### src/rtl/shift_pkg.sv
// shift_pkg: shift modes and mux-level split helpers for shift_unit
package shift_pkg;
    typedef enum logic [1:0] {SH_LSL, SH_LSR, SH_ASR, SH_ROR} shift_op_t;
    function automatic int lg2(input int w);
        int r = 0;
        while ((1 << r) < w) r++;
        return r;
    endfunction
    function automatic int stage_levels(input int k, input int levels, input int stages);
        return levels / stages + (k < levels % stages ? 1 : 0);
    endfunction
    function automatic int stage_first(input int k, input int levels, input int stages);
        int f = 0;
        for (int j = 0; j < k; j++) f += stage_levels(j, levels, stages);
        return f;
    endfunction
endpackage

### src/rtl/shift_stage.sv
// shift_stage: one group of barrel mux levels followed by its pipeline register
module shift_stage import shift_pkg::*; #(
    parameter int WIDTH = 16,
    parameter int LG = 4,
    parameter int TAG_WIDTH = 4,
    parameter int LO = 0,
    parameter int NL = 1
) (
    input  logic                 clk,
    input  logic                 rst,
    input  logic                 advance,
    input  logic                 in_valid,
    input  logic [WIDTH-1:0]     in_value,
    input  logic                 in_carry,
    input  logic [TAG_WIDTH-1:0] in_tag,
    input  shift_op_t            in_op,
    input  logic [LG-1:0]        in_amount,
    output logic                 out_valid,
    output logic [WIDTH-1:0]     out_value,
    output logic                 out_carry,
    output logic [TAG_WIDTH-1:0] out_tag,
    output shift_op_t            out_op,
    output logic [LG-1:0]        out_amount
);
    logic [WIDTH-1:0] lvl [NL+1];
    assign lvl[0] = in_value;
    for (genvar l = 0; l < NL; l++) begin : g_lvl
        localparam int S = 1 << (LO + l);
        assign lvl[l+1] = !in_amount[LO+l] ? lvl[l] :
                          in_op == SH_LSL ? lvl[l] << S :
                          in_op == SH_LSR ? lvl[l] >> S :
                          in_op == SH_ASR ? $unsigned($signed(lvl[l]) >>> S) :
                          (lvl[l] >> S) | (lvl[l] << (WIDTH - S));
    end
    always_ff @(posedge clk or posedge rst) begin
        if (rst) begin
            out_valid  <= 1'b0;
            out_value  <= '0;
            out_carry  <= 1'b0;
            out_tag    <= '0;
            out_op     <= SH_LSL;
            out_amount <= '0;
        end else if (advance) begin
            out_valid  <= in_valid;
            out_value  <= lvl[NL];
            out_carry  <= in_carry;
            out_tag    <= in_tag;
            out_op     <= in_op;
            out_amount <= in_amount;
        end
    end
endmodule

### src/rtl/shift_unit.sv
// shift_unit: pipelined barrel shifter (LSL/LSR/ASR/ROR) with carry/zero flags and valid/ready
module shift_unit import shift_pkg::*; #(
    parameter int WIDTH = 16,
    parameter int AMT_WIDTH = 8,
    parameter int PIPE_STAGES = 2,
    parameter int TAG_WIDTH = 4
) (
    input  logic                 clk,
    input  logic                 rst,
    input  logic                 in_valid,
    output logic                 in_ready,
    input  logic [WIDTH-1:0]     in_value,
    input  logic [AMT_WIDTH-1:0] in_amount,
    input  logic [1:0]           in_op,
    input  logic [TAG_WIDTH-1:0] in_tag,
    output logic                 out_valid,
    input  logic                 out_ready,
    output logic [WIDTH-1:0]     out_value,
    output logic                 out_carry,
    output logic                 out_zero,
    output logic [TAG_WIDTH-1:0] out_tag
);
    localparam int LG = lg2(WIDTH);
    logic                 valid  [PIPE_STAGES+1];
    logic [WIDTH-1:0]     value  [PIPE_STAGES+1];
    logic                 carry  [PIPE_STAGES+1];
    logic [TAG_WIDTH-1:0] tag    [PIPE_STAGES+1];
    shift_op_t            op     [PIPE_STAGES+1];
    logic [LG-1:0]        amount [PIPE_STAGES+1];
    logic advance, sat, nz, le;
    logic [LG-1:0] im1, ineg;
    shift_op_t op0;
    assign advance  = !(out_valid && !out_ready);
    assign in_ready = advance;
    assign op0  = shift_op_t'(in_op);
    assign sat  = in_amount >= AMT_WIDTH'(WIDTH);
    assign le   = in_amount <= AMT_WIDTH'(WIDTH);
    assign nz   = |in_amount;
    assign im1  = LG'(in_amount - AMT_WIDTH'(1));
    assign ineg = LG'(AMT_WIDTH'(WIDTH) - in_amount);
    // Saturated non-rotate ops become a zero-distance shift of the forced fill value
    assign valid[0]  = in_valid;
    assign tag[0]    = in_tag;
    assign op[0]     = op0;
    assign value[0]  = sat && op0 != SH_ROR ? (op0 == SH_ASR ? {WIDTH{in_value[WIDTH-1]}} : '0) : in_value;
    assign amount[0] = sat && op0 != SH_ROR ? '0 : in_amount[LG-1:0];
    assign carry[0]  = !nz ? 1'b0 :
                       op0 == SH_LSL ? le && in_value[ineg] :
                       op0 == SH_LSR ? le && in_value[im1] :
                       op0 == SH_ASR ? (sat ? in_value[WIDTH-1] : in_value[im1]) :
                       in_value[im1];
    for (genvar s = 0; s < PIPE_STAGES; s++) begin : g_stage
        shift_stage #(
            .WIDTH(WIDTH), .LG(LG), .TAG_WIDTH(TAG_WIDTH),
            .LO(stage_first(s, LG, PIPE_STAGES)), .NL(stage_levels(s, LG, PIPE_STAGES))
        ) u_stage (
            .clk(clk), .rst(rst), .advance(advance),
            .in_valid(valid[s]), .in_value(value[s]), .in_carry(carry[s]),
            .in_tag(tag[s]), .in_op(op[s]), .in_amount(amount[s]),
            .out_valid(valid[s+1]), .out_value(value[s+1]), .out_carry(carry[s+1]),
            .out_tag(tag[s+1]), .out_op(op[s+1]), .out_amount(amount[s+1])
        );
    end
    assign out_valid = valid[PIPE_STAGES];
    assign out_value = value[PIPE_STAGES];
    assign out_carry = carry[PIPE_STAGES];
    assign out_tag   = tag[PIPE_STAGES];
    assign out_zero  = out_valid && ~|out_value;
endmodule

### config.mk
export PLATFORM = sky130hd
export DESIGN_NAME = shift_unit
export DESIGN_NICKNAME = d
export VERILOG_FILES = /design/src/rtl/shift_pkg.sv /design/src/rtl/shift_stage.sv /design/src/rtl/shift_unit.sv
export SDC_FILE = /design/constraint.sdc
export NUM_CORES = 1
export LEC_CHECK = 0
export ABC_AREA = 0
export BUFFER_PORTS_ARGS = -buffer_cell sky130_fd_sc_hd__buf_2
export CAP_MARGIN = 25
export CELL_PAD_IN_SITES_DETAIL_PLACEMENT = 1
export CELL_PAD_IN_SITES_GLOBAL_PLACEMENT = 1
export CORE_MARGIN = 3
export CORE_UTILIZATION = 43
export CTS_CLUSTER_DIAMETER = 200
export DETAILED_ROUTE_END_ITERATION = 10
export PLACE_DENSITY_LB_ADDON = 0.1
export REMOVE_ABC_BUFFERS = 1
export SETUP_SLACK_MARGIN = 0.4
export SLEW_MARGIN = 5
export SYNTH_ARGS = -nofsm -noshare
export SYNTH_HDL_FRONTEND = slang
export SYNTH_SLANG_ARGS = --single-unit
### constraint.sdc
create_clock -name clk -period 2.7 [get_ports clk]
set_clock_uncertainty 0.2 [all_clocks]
set_input_delay 0 -clock clk [delete_from_list [all_inputs] [get_ports clk]]
set_output_delay 0 -clock clk [all_outputs]
set_load 0.01 [all_outputs]
# ---- Yosys cells after proc, flatten, opt, wreduce, memory -nomap -nowiden
# Cells that the tools add are included.
dict set report op_classes {
  n_addsub 2
  n_lt_le_gt_ge 4
  n_eq_ne 5
  n_mux 28
  bitwise 4
  n_reduce_logical 12
}
# cell n
set op_table {}
lappend op_table {{16-bit 2-to-1 mux} 18}
lappend op_table {{12-bit by 16-bit bitwise OR with 16-bit output} 1}
lappend op_table {{14-bit by 16-bit bitwise OR with 16-bit output} 1}
lappend op_table {{15-bit by 16-bit bitwise OR with 16-bit output} 1}
lappend op_table {{8-bit by 16-bit bitwise OR with 16-bit output} 1}
lappend op_table {{16-bit OR reduction} 1}
lappend op_table {{4-bit by 5-bit < comparator with 1-bit output (second input constant)} 2}
lappend op_table {{1-bit binary-select mux with 4-bit select} 2}
lappend op_table {{8-bit by 5-bit >= comparator with 1-bit output (second input constant)} 1}
lappend op_table {{8-bit by 5-bit <= comparator with 1-bit output (second input constant)} 1}
lappend op_table {{8-bit OR reduction} 1}
lappend op_table {{1-bit 2-to-1 mux} 7}
lappend op_table {{1-bit logical AND} 5}
lappend op_table {{2-bit by 1-bit == test with 1-bit output (second input constant)} 2}
lappend op_table {{2-bit == test (second input constant)} 2}
lappend op_table {{2-bit zero test} 2}
lappend op_table {{4-bit 2-to-1 mux} 1}
lappend op_table {{1-bit by 4-bit subtractor with 4-bit output (first input constant)} 1}
lappend op_table {{4-bit by 1-bit subtractor with 4-bit output (second input constant)} 1}
lappend op_table {{1-bit zero test} 3}
lappend op_table {{2-bit != test (second input constant)} 1}
dict set report word_totals {
  reg_bits 50
  inputBits 34
  out_inout_bits 24
  wordCells 65
}

# ---- Longest topological paths before layout
# Gate-level depths: netlist of run 1.
dict set report logic_depth {
  word_depth 13
  depth_mapped 9
  mapped_depth_nobuf 7
}

# ---- Cells and area by module
# A second synthesis of run 1 with hierarchy kept.
dict set report hier_totals {
  hier_cells 471
  area_unflattened_um2 4251.6
}
# module instances cells_per_inst area_each_um2 seq_area_each_um2
set modules_own_cells {}
lappend modules_own_cells {{shift_stage at g_stage[0].u_stage} 1 210 1809.2 700.7}
lappend modules_own_cells {{shift_stage at g_stage[1].u_stage} 1 193 1801.7 700.7}
lappend modules_own_cells {shift_unit 1 68 640.6 0.0}

# ---- Worst setup path before layout of run 1
# Ideal clock, no wire load.
dict set report synth_path {
  kind {in2reg}
  startpoint {input in_amount[0]}
  endpoint {register g_stage[0].u_stage.out_carry}
  setup_time_ps 136
  t_arrival_ps 2114
  required_time_ps 2364
  path_slack_ps 250
  stages 8
  n_path_buf 2
  cell_sequence {buf_2 -> clkinv_1 -> ha_1 -> buf_1 -> mux4_2 -> mux4_2 -> o31ai_1 -> a22oi_1}
}
dict set report synth_between {
  elab_chain_cells 8
  word_cells_on_any_way 16
  classes_between {add/sub (2); order compare (2); mux (9); reduce/logical (3)}
}
# element line_no
set synth_rtl {}
lappend synth_rtl {{start: declaration} shift_unit.sv:13} ;# input logic [AMT_WIDTH-1:0] in_amount,
lappend synth_rtl {{4-bit by 1-bit subtractor with 4-bit output} shift_unit.sv:39} ;# assign im1 = LG'(in_amount - AMT_WIDTH'(1));
lappend synth_rtl {{1-bit binary-select mux with 4-bit select} {shift_unit.sv:49, shift_unit.sv:50, shift_unit.sv:51}}
lappend synth_rtl {{1-bit 2-to-1 mux (implied by the code)} {shift_unit.sv:49, shift_unit.sv:50, shift_unit.sv:51}}
lappend synth_rtl {{1-bit 2-to-1 mux (2 in a row)} shift_unit.sv:50} ;# op0 == SH_ASR ? (sat ? in_value[WIDTH-1] : in_value[im1]) :
lappend synth_rtl {{1-bit 2-to-1 mux} shift_unit.sv:49} ;# op0 == SH_LSR ? le && in_value[im1] :
lappend synth_rtl {{1-bit 2-to-1 mux} shift_unit.sv:48} ;# op0 == SH_LSL ? le && in_value[ineg] :
lappend synth_rtl {{1-bit 2-to-1 mux (*)} shift_unit.sv:47} ;# assign carry[0] = !nz ? 1'b0 :
lappend synth_rtl {{end signal: assignment} shift_stage.sv:46} ;# out_carry <= in_carry;
lappend synth_rtl {{end: declaration} shift_stage.sv:20} ;# output logic out_carry,
# Mark *: on every way between the ends. The rest lies on a longest branch, timed or not. The select of a mux whose other input is x is not followed.
# A chain may end at the register's enable or synchronous reset.

# ---- Final worst setup path of run 1
dict set report layout_path {
  startpoint {input in_amount[2]}
  endpoint {register g_stage[0].u_stage.out_carry}
}
# The elaborated chain is that of the path after synthesis.

==> results.json, run 1 <==
{
  "netlist_top_cells_area": "sky130_fd_sc_hd__dfrtp_1 32%, sky130_fd_sc_hd__nand2_1 9.1%, sky130_fd_sc_hd__mux4_2 6.0%",
  "synth.cells.most_frequent": "91 x sky130_fd_sc_hd__nand2_1, 48 x sky130_fd_sc_hd__dfrtp_1, 42 x sky130_fd_sc_hd__nor2_1, 38 x sky130_fd_sc_hd__a21oi_1, 38 x sky130_fd_sc_hd__o21ai_0",
  "worst_slew_pin_slew_ns": 0.579,
  "power_per_cell_area_nw_per_um2": 544,
  "outcome": "finished, violations left",
  "post_synth_num_cell_types": 65,
  "io_pins": 58,
  "hold_class": "input port to async pin",
  "maximum_root_to_sink_buffer_count": 2,
  "clock-sinks": 48,
  "startpoint_type": "input port",
  "htree_num_levels": 2,
  "fin_util_pct": 52.6,
  "core_region_area_um2": 8340,
  "netlist_area_um2": 3740,
  "std_cell_rows": 33,
  "grt_first_pass_wirelength_mm": 21.7,
  "maximum_vdd_drop_uv": 236,
  "buffers_inverters_on_critical_path": 2,
  "yosys_register_bits": 48,
  "antenna_cells": 0,
  "clock_latency_ns": 0.30,
  "grtUsageTotal_pct": 27.5,
  "drc_errors": 0,
  "finalSetupViolations": 0,
  "timing.setup.tns_ns": 0,
  "grt-ovfl-total": 0,
  "first_iter_violations": 232,
  "hold-worst-slack_ns": -0.00311,
  "min_period_over_period_pct": 78.4,
  "netlist_instances": 474,
  "slew_viol_final": 0,
  "crit-reg2reg-launch": "g_stage[0].u_stage.out_op[1]",
  "flow.area_growth_from_synthesis_pct": 17.4,
  "fillers": 1056,
  "cp_slowest_stage_delay_ns": 0.57,
  "via_count": 4027,
  "cts.reportedPaths.clkPinSlew_ns": 0.10,
  "final.setup.worst_slack_ns": 0.583,
  "die_area_um2": 9860,
  "cts_root_buffer": "sky130_fd_sc_hd__clkbuf_8",
  "path_delay_family": "buffers and inverters",
  "crit_fanout": 4,
  "hold_viol_final": 5,
  "firstDrtPassIters": 4,
  "placement.setup.worst_slack_ns": 0.404,
  "start_util_pct": 44.9,
  "drive_above_1_share_pct": 20.5,
  "cp-end-kind": "register",
  "relSlewSlack_pct": 61.3,
  "synth_top_area_cell": "sky130_fd_sc_hd__dfrtp_1",
  "grt_setup_unrepaired": "no",
  "timing.final.crit_period_ns": 2.12,
  "vias_per_cell": 6.32,
  "yosysWarningCount": 0,
  "multi_input_comb_area_um2": 2350,
  "critical_path.slowest_cell": "sky130_fd_sc_hd__mux4_2",
  "seq_area_um2": 1200,
  "cp_cell_sequence": "dlygate4sd3_1 -> buf_2 -> nor3_1 -> xnor2_1 -> mux4_2 -> o31ai_1 -> a22oi_1",
  "drt_wl_total_mm": 13.4,
  "timing.reg2reg.setup_slack_ns": 0.59,
  "numCtsBuffers": 5,
  "power.static_leakage_nw": 1.90,
  "final_weighted_congestion_in_routability_driven_placement": 0.952,
  "die_height_um": 99.3,
  "fin_nets": 566,
  "postSynth.asyncResetShare_pct": 100,
  "hpwl_mm": 9.83,
  "timing.setup.critical_path_class": "input port to register",
  "grt_start_max_net_pins": 49,
  "syn_avg_cell_area_um2": 7.89,
  "drt_antenna_net_count": 0,
  "die_width_um": 99.3,
  "synth_top_cell_area_share_pct": 32.1,
  "postSynth.topFlopCell": "sky130_fd_sc_hd__dfrtp_1",
  "edff_count_synth": 0,
  "tritoncts": "yes",
  "port-buffer-count": 57,
  "fmax_mhz": 472,
  "worstRegToRegCells": 7,
  "maxCapViolations": 0,
  "worst-endpoint-arrival_ns": 2.09,
  "reg2reg_to": "g_stage[1].u_stage.out_value[12]",
  "failed_checks": "negative hold slack",
  "required_ns": 2.67,
  "number_of_global_route_vias_before_repair": 4122,
  "yosysSeqAreaShare_pct": 32.1,
  "routedWlPerCell_um": 21.0,
  "grt_antenna_before_repair": 0,
  "most_numerous_cell_in_the_yosys_netlist": "sky130_fd_sc_hd__nand2_1"
}
[per-layer routing]
layer	track usage [%]	wire (um)	share of wire, %	vias up
met4	8.09	296	2.2	0
met3	3.37	721	5.4	23
li1	-	-	-	1868
met5	0	0	0	-
met2	48.6	6710	50	148
met1	35.1	5670	42	1988
[where the power goes]
part / switching, mW / internal, mW
clock network: 0.261 / 0.184
logic: 0.544 / 0.386
registers: 0.152 / 0.861
[flip-flops by register name, summed over array words and instances (netlist names)]
register,cells
g_stage.u_stage.out_valid,2
g_stage.u_stage.out_amount,2
g_stage.u_stage.out_op,2
g_stage.u_stage.out_value,32
g_stage.u_stage.out_carry,2
g_stage.u_stage.out_tag,8
[cell families (layout without fill, tap and decap cells)]
| group | count (synthesis) | after routing | share of synthesized area (%) |
|---|---|---|---|
| buffers and inverters | 47 | 105 | 5.42 |
| XOR/XNOR | 3 | 3 | 0.702 |
| AND/OR/NAND/NOR | 179 | 179 | 21.6 |
| AO/OA/AOI/OAI | 176 | 176 | 31.1 |
| multiplexers | 19 | 19 | 8.43 |
| adder cells (fa/ha/maj) | 2 | 2 | 0.602 |
| flip-flops | 48 | 48 | 32.1 |
[worst max path at each step]
stage	startpoint	endpoint	cells after the start
final	in_amount[2]	g_stage[0].u_stage.out_carry	7
after global routing	g_stage[0].u_stage.out_op[1]	g_stage[1].u_stage.out_value[12]	7
after CTS	g_stage[0].u_stage.out_op[1]	g_stage[1].u_stage.out_value[12]	7
after detailed placement	in_amount[1]	g_stage[0].u_stage.out_carry	7
after global placement	in_amount[1]	g_stage[0].u_stage.out_carry	7
after floorplan	g_stage[1].u_stage.out_valid	g_stage[0].u_stage.out_carry	6
[cell type report]
cell class              instances  share of cell area (%)
multi-input cells             379                    53.5
flip-flops and latches         48                    27.4
repair buffers                 90                    13.5
well taps                     105                    2.99
clock buffers                   5                    1.57
inverters                       7                   0.598
clock inverters                 3                   0.484
[worst min-delay path, stage by stage]
cell and delay, ns:
sky130_fd_sc_hd__dlygate4sd3_1 0.53, sky130_fd_sc_hd__buf_2 0.12, sky130_fd_sc_hd__inv_2 0.25
[per-stage QoR]
stage / cells / hold WS, ns / power (mW) / instance area (um2)
floorplan: 434 / -0.0876 / 1.54 / 3560
global placement: 610 / -0.00330 / 1.88 / 4100
detailed placement: 610 / 0.00997 / 1.93 / 4100
CTS: 636 / 0.00892 / 2.40 / 4370
global route: 637 / 0.0238 / 2.55 / 4390
finish: 637 / -0.00311 / 2.39 / 4390
[repair_timing]
item | in CTS | in global routing
buffers inserted | 0 | 0
hold buffers | 18 | 0
gates resized for setup | 0 | 0
hold endpoints to repair | 65 | 0
[layout by cell type, fill, tap and decap left out, drive strengths merged, types with 4 or more instances in the layout]
cell type / n
nand2: 91
buf: 72
dfrtp: 48
nor2: 42
a21oi: 39
o21ai: 39
o22ai: 18
dlygate4sd3: 18
a31oi: 12
mux4: 10
mux2i: 9
nor2b: 9
a21o: 8
o221ai: 8
a211oi: 8
inv: 7
nand3: 5
clkbuf: 5
nor3: 5
a22oi: 5
o31ai: 4
a22o: 4
a2bb2oi: 4
o21a: 4
a221o: 4
nor4: 4
(Power assumes the default switching activity.)
==> run 2: changes to the inputs <==
--- a/config.mk
+++ b/config.mk
@@ -5,13 +5,13 @@
 export SDC_FILE = /design/constraint.sdc
 export NUM_CORES = 1
 export LEC_CHECK = 0
-export ABC_AREA = 0
+export ABC_AREA = 1
 export BUFFER_PORTS_ARGS = -buffer_cell sky130_fd_sc_hd__buf_2
 export CAP_MARGIN = 25
 export CELL_PAD_IN_SITES_DETAIL_PLACEMENT = 1
 export CELL_PAD_IN_SITES_GLOBAL_PLACEMENT = 1
 export CORE_MARGIN = 3
-export CORE_UTILIZATION = 43
+export CORE_UTILIZATION = 36
 export CTS_CLUSTER_DIAMETER = 200
 export DETAILED_ROUTE_END_ITERATION = 10
 export PLACE_DENSITY_LB_ADDON = 0.1
==> constraint.sdc (replaced) <==
create_clock -name clk -period 1.9 [get_ports clk]
set_clock_uncertainty 0.2 [all_clocks]
set_input_delay 0 -clock clk [delete_from_list [all_inputs] [get_ports clk]]
set_output_delay 0 -clock clk [all_outputs]
set_load 0.01 [all_outputs]
==> run 2 against run 1 <==
The run now ends clean. Largest power group is now combinational cells. Sequential share of layout area is 4.6 points lower. Critical path type is now register to register. Die area is 18% higher. Area after synthesis is 0.20% higher. Core utilization is 0.48 points higher.
==> results.json, run 2 <==
{
  "outcome": "complete, no violations",
  "timing.setup.critical_path_class": "register to register",
  "drive_above_1_share_pct": 30.7,
  "fmax_mhz": 559,
  "met2_wirelength_mm": 7.01,
  "syn_avg_cell_area_um2": 5.94,
  "maxCapViolations": 0,
  "finalSetupViolations": 0,
  "startpoint_type": "register",
  "postSynth.asyncResetShare_pct": 100,
  "routedWlPerCell_um": 16.5,
  "grt_start_max_net_pins": 41,
  "most_numerous_cell_in_the_yosys_netlist": "sky130_fd_sc_hd__nand2_1",
  "final_weighted_congestion_in_routability_driven_placement": 0.873,
  "grt_antenna_before_repair": 0,
  "relSlewSlack_pct": 63.1,
  "timing.final.crit_period_ns": 1.79,
  "grtUsageTotal_pct": 23.7,
  "layout_commonest_cell": "sky130_fd_sc_hd__nand2_1",
  "std_cell_rows": 36,
  "core_region_area_um2": 9950,
  "drt_wl_total_mm": 14.4,
  "yosys_register_bits": 48,
  "wl_met1_mm": 6.83,
  "power.static_leakage_nw": 2.74,
  "crit_fanout": 5,
  "postSynth.topFlopCell": "sky130_fd_sc_hd__dfrtp_1",
  "clock-sinks": 48,
  "tritoncts": "yes",
  "slew_viol_final": 0,
  "netlist_instances": 631,
  "timing.reg2reg.setup_slack_ns": 0.11,
  "hold_path_end": "g_stage[0].u_stage.out_amount[2]",
  "hold_viol_final": 0,
  "power_per_cell_area_nw_per_um2": 734,
  "port-buffer-count": 57,
  "worstRegToRegCells": 9,
  "cp-end-kind": "register",
  "hold_class": "input port to register",
  "dpl_cell_area_um2": 4300,
  "crit_path_frequent_cell": "sky130_fd_sc_hd__nand2_1",
  "hold-path-cell-count": 5,
  "grt_first_pass_wirelength_mm": 22.4,
  "timing.setup.tns_ns": 0,
  "largest_register_ff_count": 32,
  "io_pins": 58,
  "yosysWarningCount": 0,
  "layout_common_cells": "242 x sky130_fd_sc_hd__nand2_1, 56 x sky130_fd_sc_hd__buf_2, 51 x sky130_fd_sc_hd__nand3_1",
  "launching_element_of_the_worst_setup_path": "g_stage[0].u_stage.out_amount[2]",
  "grt-ovfl-total": 0,
  "maximum_root_to_sink_buffer_count": 2,
  "yosysSeqAreaShare_pct": 32.0,
  "number_of_global_route_vias_before_repair": 4558,
  "min_period_over_period_pct": 94.1,
  "worst-endpoint-arrival_ns": 1.78,
  "via_count": 4619,
  "fin_total_pwr_mw": 3.88,
  "fin_nets": 776,
  "die_area_um2": 11700,
  "clock_latency_ns": 0.31,
  "first_iter_violations": 191,
  "die_width_um": 108,
  "highest_layer": "met4",
  "cts.reportedPaths.clkPinSlew_ns": 0.10,
  "netlist_top_cells_area": "sky130_fd_sc_hd__dfrtp_1 32%, sky130_fd_sc_hd__nand2_1 26%, sky130_fd_sc_hd__nand3_1 7.3%",
  "reg2reg_to": "g_stage[1].u_stage.out_value[8]",
  "antenna_cells": 0,
  "met3_length_um": 469,
  "cp_slowest_stage_delay_ns": 0.45,
  "worst_hold_startpoint": "in_op[0]",
  "synth_top_cell_area_share_pct": 32.0,
  "cts_root_buffer": "sky130_fd_sc_hd__clkbuf_8",
  "die_height_um": 108,
  "synth.cells.most_frequent": "257 x sky130_fd_sc_hd__nand2_1, 69 x sky130_fd_sc_hd__nor2_1, 56 x sky130_fd_sc_hd__inv_1, 55 x sky130_fd_sc_hd__nand3_1, 48 x sky130_fd_sc_hd__dfrtp_1",
  "numCtsBuffers": 5,
  "post_synth_num_cell_types": 26,
  "required_ns": 1.90,
  "htree_num_levels": 2,
  "firstDrtPassIters": 5,
  "drt_antenna_net_count": 0,
  "worst_slew_pin_slew_ns": 0.552,
  "crit-reg2reg-launch": "g_stage[0].u_stage.out_amount[2]",
  "drc_errors": 0,
  "fin_util_pct": 53.1,
  "grt_setup_unrepaired": "yes",
  "flow.area_growth_from_synthesis_pct": 41.1,
  "cp_cell_sequence": "buf_12 -> clkinvlp_4 -> nand2_2 -> o31ai_2 -> buf_4 -> a21oi_2 -> nand2_1 -> o211ai_1 -> nand2_1",
  "hpwl_mm": 9.92,
  "registers.top_by_ff_count": "g_stage.u_stage.out_value",
  "netlist_area_um2": 3750,
  "edff_count_synth": 0,
  "maximum_vdd_drop_uv": 492,
  "synth_top_area_cell": "sky130_fd_sc_hd__dfrtp_1",
  "critical_path.slowest_cell": "sky130_fd_sc_hd__dfrtp_2",
  "start_util_pct": 37.7,
  "vias_per_cell": 5.28,
  "largestRegisters": "g_stage.u_stage.out_value x32, g_stage.u_stage.out_tag x8",
  "final_cell_area_um2": 5290
}
==> run 2: cell types whose count changed after synthesis, sizes merged, moves of 8 or more <==
| cell | before | now |
|---|---|---|
| o221ai | 8 | 0 |
| mux4 | 10 | 0 |
| mux2i | 9 | 0 |
| inv | 6 | 56 |
| a211oi | 8 | 0 |
| nor2 | 42 | 72 |
| nand3 | 5 | 63 |
| a31oi | 12 | 3 |
| nor2b | 9 | 0 |
| clkbuf | 26 | 14 |
| o22ai | 18 | 4 |
| nand2 | 91 | 261 |
==> run 2: critical path: cells and delay by family (launching register included) <==
| kind | cells | cell delay [ns] |
|---|---|---|
| AND/OR/NAND/NOR | 3 | 0.28 |
| buffers and inverters | 3 | 0.42 |
| flip-flops | 1 | 0.45 |
| AO/OA/AOI/OAI | 3 | 0.30 |
==> run 2: worst max path at each step <==
stage	slack, ns	endpoint	depth (start not counted)
finish	0.11	g_stage[1].u_stage.out_value[8]	9
global route	0.06	g_stage[1].u_stage.out_value[8]	9
CTS	0.19	g_stage[1].u_stage.out_value[9]	8
detailed placement	-0.0007	g_stage[1].u_stage.out_value[15]	8
global placement	0.08	g_stage[1].u_stage.out_value[15]	8
floorplan	-1.54	g_stage[1].u_stage.out_value[10]	6
==> run 2: per-stage QoR <==
| stage | hold WS, ns | instances | setup slack [ns] |
|---|---|---|---|
| after CTS | 0.00557 | 856 | 0.191 |
| after global placement | -0.124 | 818 | 0.0826 |
| after global routing | 0.0552 | 875 | 0.0580 |
| after floorplan | -0.0904 | 599 | -1.54 |
| final | 0.0188 | 875 | 0.112 |
| after detailed placement | -0.113 | 818 | -0.000722 |
==> run 2: layout make-up <==
class / instances / area (um2)
Clock buffer: 6 / 82.6
Clock inverter: 2 / 13.8
Fill cell: 1357 / 4670
Inverter: 57 / 225
Multi-Input combinational cell: 494 / 2530
Sequential cell: 48 / 1200
Tap cell: 133 / 166
Timing Repair Buffer: 134 / 1060
Timing Repair inverter: 1 / 7.51
==> run 2: cells by family after synthesis <==
logic type / share of synthesized area, %
AOI/OAI and AO/OA: 11.8
DFF: 32.0
and+or+nand+nor: 45.9
adders and majority gates: 0.334
buffers and inverters: 9.91
==> run 2: routing by layer <==
layer | up-vias | global-route usage, %
met3 | 11 | 2.81
met5 | - | 0
met1 | 2290 | 34.4
li1 | 2222 | -
met2 | 96 | 39.0
met4 | 0 | 2.52
==> run 2: power breakdown <==
| group | switching (mW) | leakage [nW] | internal [mW] |
|---|---|---|---|
| registers | 0.224 | 0.584 | 1.23 |
| clock network | 0.379 | 0.0516 | 0.299 |
| logic | 1.03 | 2.10 | 0.727 |
| total | 1.63 | 2.74 | 2.25 |
==> run 2: what timing repair did <==
item,4_1_cts,5_1_grt
gates resized for setup,58,90
hold buffers,14,0
endpoints found under the hold margin,73,0
setup buffers,14,19
setup endpoints to repair,31,34
pin swaps,20,46
gates cloned,2,0
